[src/rtl/booth_ppgen.sv]
// Radix-4 Booth partial-product generator feeding the booth_mul reduction tree.
// Recodes an 11-bit unsigned multiplier into six signed digits. Emits six
// unshifted 13-bit two's-complement rows (digit_i * a) through a two-stage,
// fully back-pressurable pipeline, and counts completed output handshakes.
module booth_ppgen #(
  parameter int unsigned CNT_W = 16
) (
  input  logic                  clk,
  input  logic                  rst,
  input  logic                  in_valid,
  output logic                  in_ready,
  input  logic [10:0]           a,
  input  logic [10:0]           b,
  output logic                  out_valid,
  input  logic                  out_ready,
  output logic [5:0][12:0]      ops,
  output logic [5:0][2:0]       digits,
  output logic [CNT_W-1:0]      txn_count
);

  // Stage 1: multiplicand plus recoded digits
  logic            s1_valid_q;
  logic [10:0]     s1_a_q;
  logic [5:0][2:0] s1_dig_q;

  // Stage 2: the registered outputs
  logic             s2_valid_q;
  logic [5:0][12:0] s2_ops_q;
  logic [5:0][2:0]  s2_dig_q;
  logic [CNT_W-1:0] cnt_q;

  logic             s2_free;
  logic             s1_adv;
  logic             in_fire;
  logic             out_fire;
  logic [12:0]      b_ext;
  logic [5:0][2:0]  rec_dig;
  logic [12:0]      a13;
  logic [5:0][12:0] rows;

  assign s2_free  = !s2_valid_q || out_ready;
  assign s1_adv   = s1_valid_q && s2_free;
  assign in_ready = !s1_valid_q || s2_free;
  assign in_fire  = in_valid && in_ready;
  assign out_fire = s2_valid_q && out_ready;

  assign out_valid = s2_valid_q;
  assign ops       = s2_ops_q;
  assign digits    = s2_dig_q;
  assign txn_count = cnt_q;

  // Booth-recode the incoming multiplier; b_ext[0] is the implicit b[-1]
  always_comb begin
    b_ext   = {1'b0, b, 1'b0};
    rec_dig = '0;
    for (int i = 0; i < 6; i++) begin
      case (b_ext[2*i+2 -: 3])
        3'b001, 3'b010: rec_dig[i] = 3'b001;
        3'b011:         rec_dig[i] = 3'b010;
        3'b100:         rec_dig[i] = 3'b110;
        3'b101, 3'b110: rec_dig[i] = 3'b111;
        default:        rec_dig[i] = 3'b000;
      endcase
    end
  end

  // Select and negate the multiplicand per digit; |row| <= 4094 fits 13 bits
  always_comb begin
    a13  = {2'b00, s1_a_q};
    rows = '0;
    for (int i = 0; i < 6; i++) begin
      case (s1_dig_q[i])
        3'b001:  rows[i] = a13;
        3'b010:  rows[i] = a13 << 1;
        3'b110:  rows[i] = -(a13 << 1);
        3'b111:  rows[i] = -a13;
        default: rows[i] = '0;
      endcase
    end
  end

  // Stage 1: load on input transfer, otherwise drain into stage 2
  always_ff @(posedge clk) begin
    if (rst) begin
      s1_valid_q <= 1'b0;
      s1_a_q     <= '0;
      s1_dig_q   <= '0;
    end else if (in_fire) begin
      s1_valid_q <= 1'b1;
      s1_a_q     <= a;
      s1_dig_q   <= rec_dig;
    end else if (s1_adv) begin
      s1_valid_q <= 1'b0;
    end
  end

  // Stage 2: take stage 1 when free; holds unchanged while stalled
  always_ff @(posedge clk) begin
    if (rst) begin
      s2_valid_q <= 1'b0;
      s2_ops_q   <= '0;
      s2_dig_q   <= '0;
    end else if (s1_adv) begin
      s2_valid_q <= 1'b1;
      s2_ops_q   <= rows;
      s2_dig_q   <= s1_dig_q;
    end else if (out_ready) begin
      s2_valid_q <= 1'b0;
    end
  end

  // Completed output handshakes, wrapping
  always_ff @(posedge clk) begin
    if (rst) begin
      cnt_q <= '0;
    end else if (out_fire) begin
      cnt_q <= cnt_q + 1'b1;
    end
  end

endmodule
[config.mk]
export PLATFORM = sky130hd
export DESIGN_NAME = booth_ppgen
export DESIGN_NICKNAME = d
export VERILOG_FILES = /design/src/rtl/booth_ppgen.sv
export SDC_FILE = /design/constraint.sdc
export NUM_CORES = 1
export LEC_CHECK = 0
export CORE_MARGIN = 3
export CORE_UTILIZATION = 33
export CTS_CLUSTER_SIZE = 24
export DETAILED_ROUTE_END_ITERATION = 8
export GPL_TIMING_DRIVEN = 0
export SYNTH_ARGS = -nofsm -noshare
export SYNTH_HDL_FRONTEND = slang
export SYNTH_SLANG_ARGS = --single-unit
[constraint.sdc]
create_clock -name clk -period 3.63 [get_ports clk]
set_clock_uncertainty 0.05 [all_clocks]
set_input_delay 0.363 -clock clk [delete_from_list [all_inputs] [get_ports clk]]
set_output_delay 0.363 -clock clk [all_outputs]
set_load 0.03 [all_outputs]
==> results.toml <==
[drt]
vias = 7946
drtIter0Drc = 882
drt-pass1-iter-count = 5
vias_per_cell = 5.71
detail_route.wl_per_cell_um = 22.6
antenna_left = 0
drc = 0
finalWirelength_um = 31400

[sta]
timing.final.hold_violations = 0
fmax_ghz = 0.286
holdWs_ns = 0.399
min_period_ns = 3.49
slew_headroom_pct = 26.4
slew_viol_final = 0
min_period_over_period_pct = 96.2
fin_ws_ns = 0.140
tns_ns = 0
worstMarginPinSlew_ns = 1.10
setup_viol = 0
rsz0062_at_grt = "no"

[worst_setup_path]
crit_path_max_incr_delay_ns = 0.58
worstPathCellList = "clkbuf_2 > inv_1 > ha_1 > clkbuf_1 > or3b_2 > or4_4 > xor2_2 > a22oi_1 > a211oi_1"
crit_path_end_kind = "flop"
path_max_fanout = 10
crit_required_ns = 3.91
setup.worst_path.start = "s1_a_q[0]"
cp_slowest_cell = "or3b_2"
critPathBufInv = 3
cpLargestDelayFamily = "simple AND/OR/NAND/NOR gates"
crit_type = "flop to flop"
crit_path_start_kind = "flop"
crit_arrival_ns = 3.77
reg2reg_from = "s1_a_q[0]"

[clock_tree]
cts_buffers = 17
cts_setup_buffers = 0
clockRootBuffer = "clkbuf_16"
cts_sinks = 138
clock_path_buffers = 2
clk_latency_ns = 0.43
tritoncts = "done"
htreeDepth = 4
clk_pin_slew_ns = 0.06

[pwr]
p_total_w = 0.00394
power.density_nw_per_um2 = 409
max-vdd-ir-drop_v = 0.000269
leakage_nw = 3.14

[yosys]
ys_async_sr_fraction_pct = 0
synth-main-ff-cell = "dfxtp_1"
synth_area_um2 = 7380
ys_ff_latch = 138
synth_cell_type_count = 56
postSynthAreaPerCell_um2 = 7.83
ys_seq_area_share_pct = 37.4
synth_warnings = 0
synthCells = 943
synth_enable_flop_cells = 0

[final_layout]
fillers = 2282
multi_input_area_um2 = 4180
fin_nets = 1135
syn_to_final_growth_pct = 30.6
mostFrequentLayoutCells = "nand2_1 (138), dfxtp_1 (138), clkdlybuf4s50_1 (136)"
ff_latch_area_um2 = 2760
antenna_cells = 0
drive_gt1_share_pct = 5.58

[place]
hpwlAfterDp_um = 23200
port_buffers = 136
pre_cts_ws_ns = -0.137
gp_congestion = 1.04

[outcome]
status = "finished, final reports clean"

[floorplanning]
die_x_um = 156
io_pins = 140
start_util_pct = 33.7
core_area_um2 = 21900
rows = 54
fp.dieH_um = 156
dieArea_um2 = 24200

[flow_run]
cap_viol_max_count = 0

[global_routing]
grtUsageTotal_pct = 25.6
grt_start_max_net_pins = 17
grt_pass1_vias = 7726
overflow = 0
grt_pass1_wl_um = 47400
antenna_found_initial = 0

[hold_path]
min_from = "ops[23]"
hold_path_class = "flop to flop"
tightest hold or removal path: stages, from the launching register on:
cell	delay, ns
dfxtp_1	0.31
nand2_1	0.05
o21ai_1	0.05
cells by family after synthesis:
kind of cell,Yosys count,synth area share (%)
and+or+nand+nor,348,21.5
AOI/OAI and AO/OA,280,26.2
DFF,138,37.4
buffers and inverters,111,6.09
xor gates and xnor gates,51,6.41
adders and majority gates,9,1.53
muxes,5,0.746
other,1,0.0508
final cells by class:
| class | count | share of cell area, % |
|---|---|---|
| Clock inverter | 13 | 1.03 |
| Sequential cell | 138 | 28.7 |
| Tap cell | 280 | 3.64 |
| Timing Repair Buffer | 137 | 14.2 |
| Multi-Input combinational cell | 695 | 43.4 |
| Inverter | 11 | 0.429 |
| Buffer | 100 | 4.25 |
| Clock buffer | 18 | 4.45 |
cells in the mapped netlist, types with 9 or more instances:
| library cell | count | area, um^2 |
|---|---|---|
| nor2b_1 | 18 | 113 |
| or3_1 | 9 | 56.3 |
| nand2_1 | 138 | 518 |
| ha_1 | 9 | 113 |
| clkbuf_1 | 77 | 289 |
| a32oi_1 | 11 | 96.3 |
| a22o_1 | 12 | 105 |
| nand3_1 | 24 | 120 |
| buf_1 | 13 | 48.8 |
| xor2_1 | 16 | 140 |
| xnor2_1 | 33 | 289 |
| a22oi_1 | 55 | 413 |
| nor2_1 | 86 | 323 |
| a21oi_1 | 79 | 395 |
| o221ai_1 | 11 | 96.3 |
| nor3_1 | 24 | 120 |
| a221oi_1 | 12 | 105 |
| o21ai_0 | 31 | 155 |
| a2bb2oi_1 | 9 | 78.8 |
| dfxtp_1 | 138 | 2760 |
| inv_1 | 11 | 41.3 |
| a211oi_1 | 26 | 195 |
routing by layer:
layer  wire length (um)  track usage (%)  vias to the layer above
met5                  0                0                        -
li1                   -                -                     3683
met1              13700             35.3                     3736
met4               1210             11.8                        0
met3               3010             5.94                       70
met2              13500             38.2                      457
per-stage QoR:
step | cells | area, um^2 | utilization, %
6_report | 1392 | 9630 | 44.0
5_1_grt | 1392 | 9630 | 44.0
4_1_cts | 1391 | 9630 | 44.0
3_5_place_dp | 1360 | 9090 | 41.5
3_3_place_gp | 1360 | 9090 | 41.5
2_1_floorplan | 944 | 7380 | -
final timing paths:
path              endpoint  slack (ns)  depth (start not counted)
setup / recovery   ops[50]        0.14                          9
hold / removal     ops[23]        0.40                          2
setup reg to reg   ops[50]        0.14                          9
hold reg to reg    ops[23]        0.40                          2
power breakdown:
part / leakage, nW / switching, W / internal [W] / total, W
logic: 1.77 / 0.000534 / 0.000227 / 0.000762
clock network: 0.252 / 0.000727 / 0.000873 / 0.00160
registers: 1.12 / 0.0000293 / 0.00155 / 0.00158
state kept, by name, indices dropped and copies added, names as in the netlist:
name	flops
s1_dig_q	16
digits	16
ops	77
txn_count	16
s1_a_q	11
s1_valid_q	1
out_valid	1
timing repair:
item,in CTS,in global routing
cloned,0,0
hold buffers,0,0
gates resized for setup,1,2
setup endpoints to repair,7,1
Note: power is estimated with default switching activity, not from simulation.
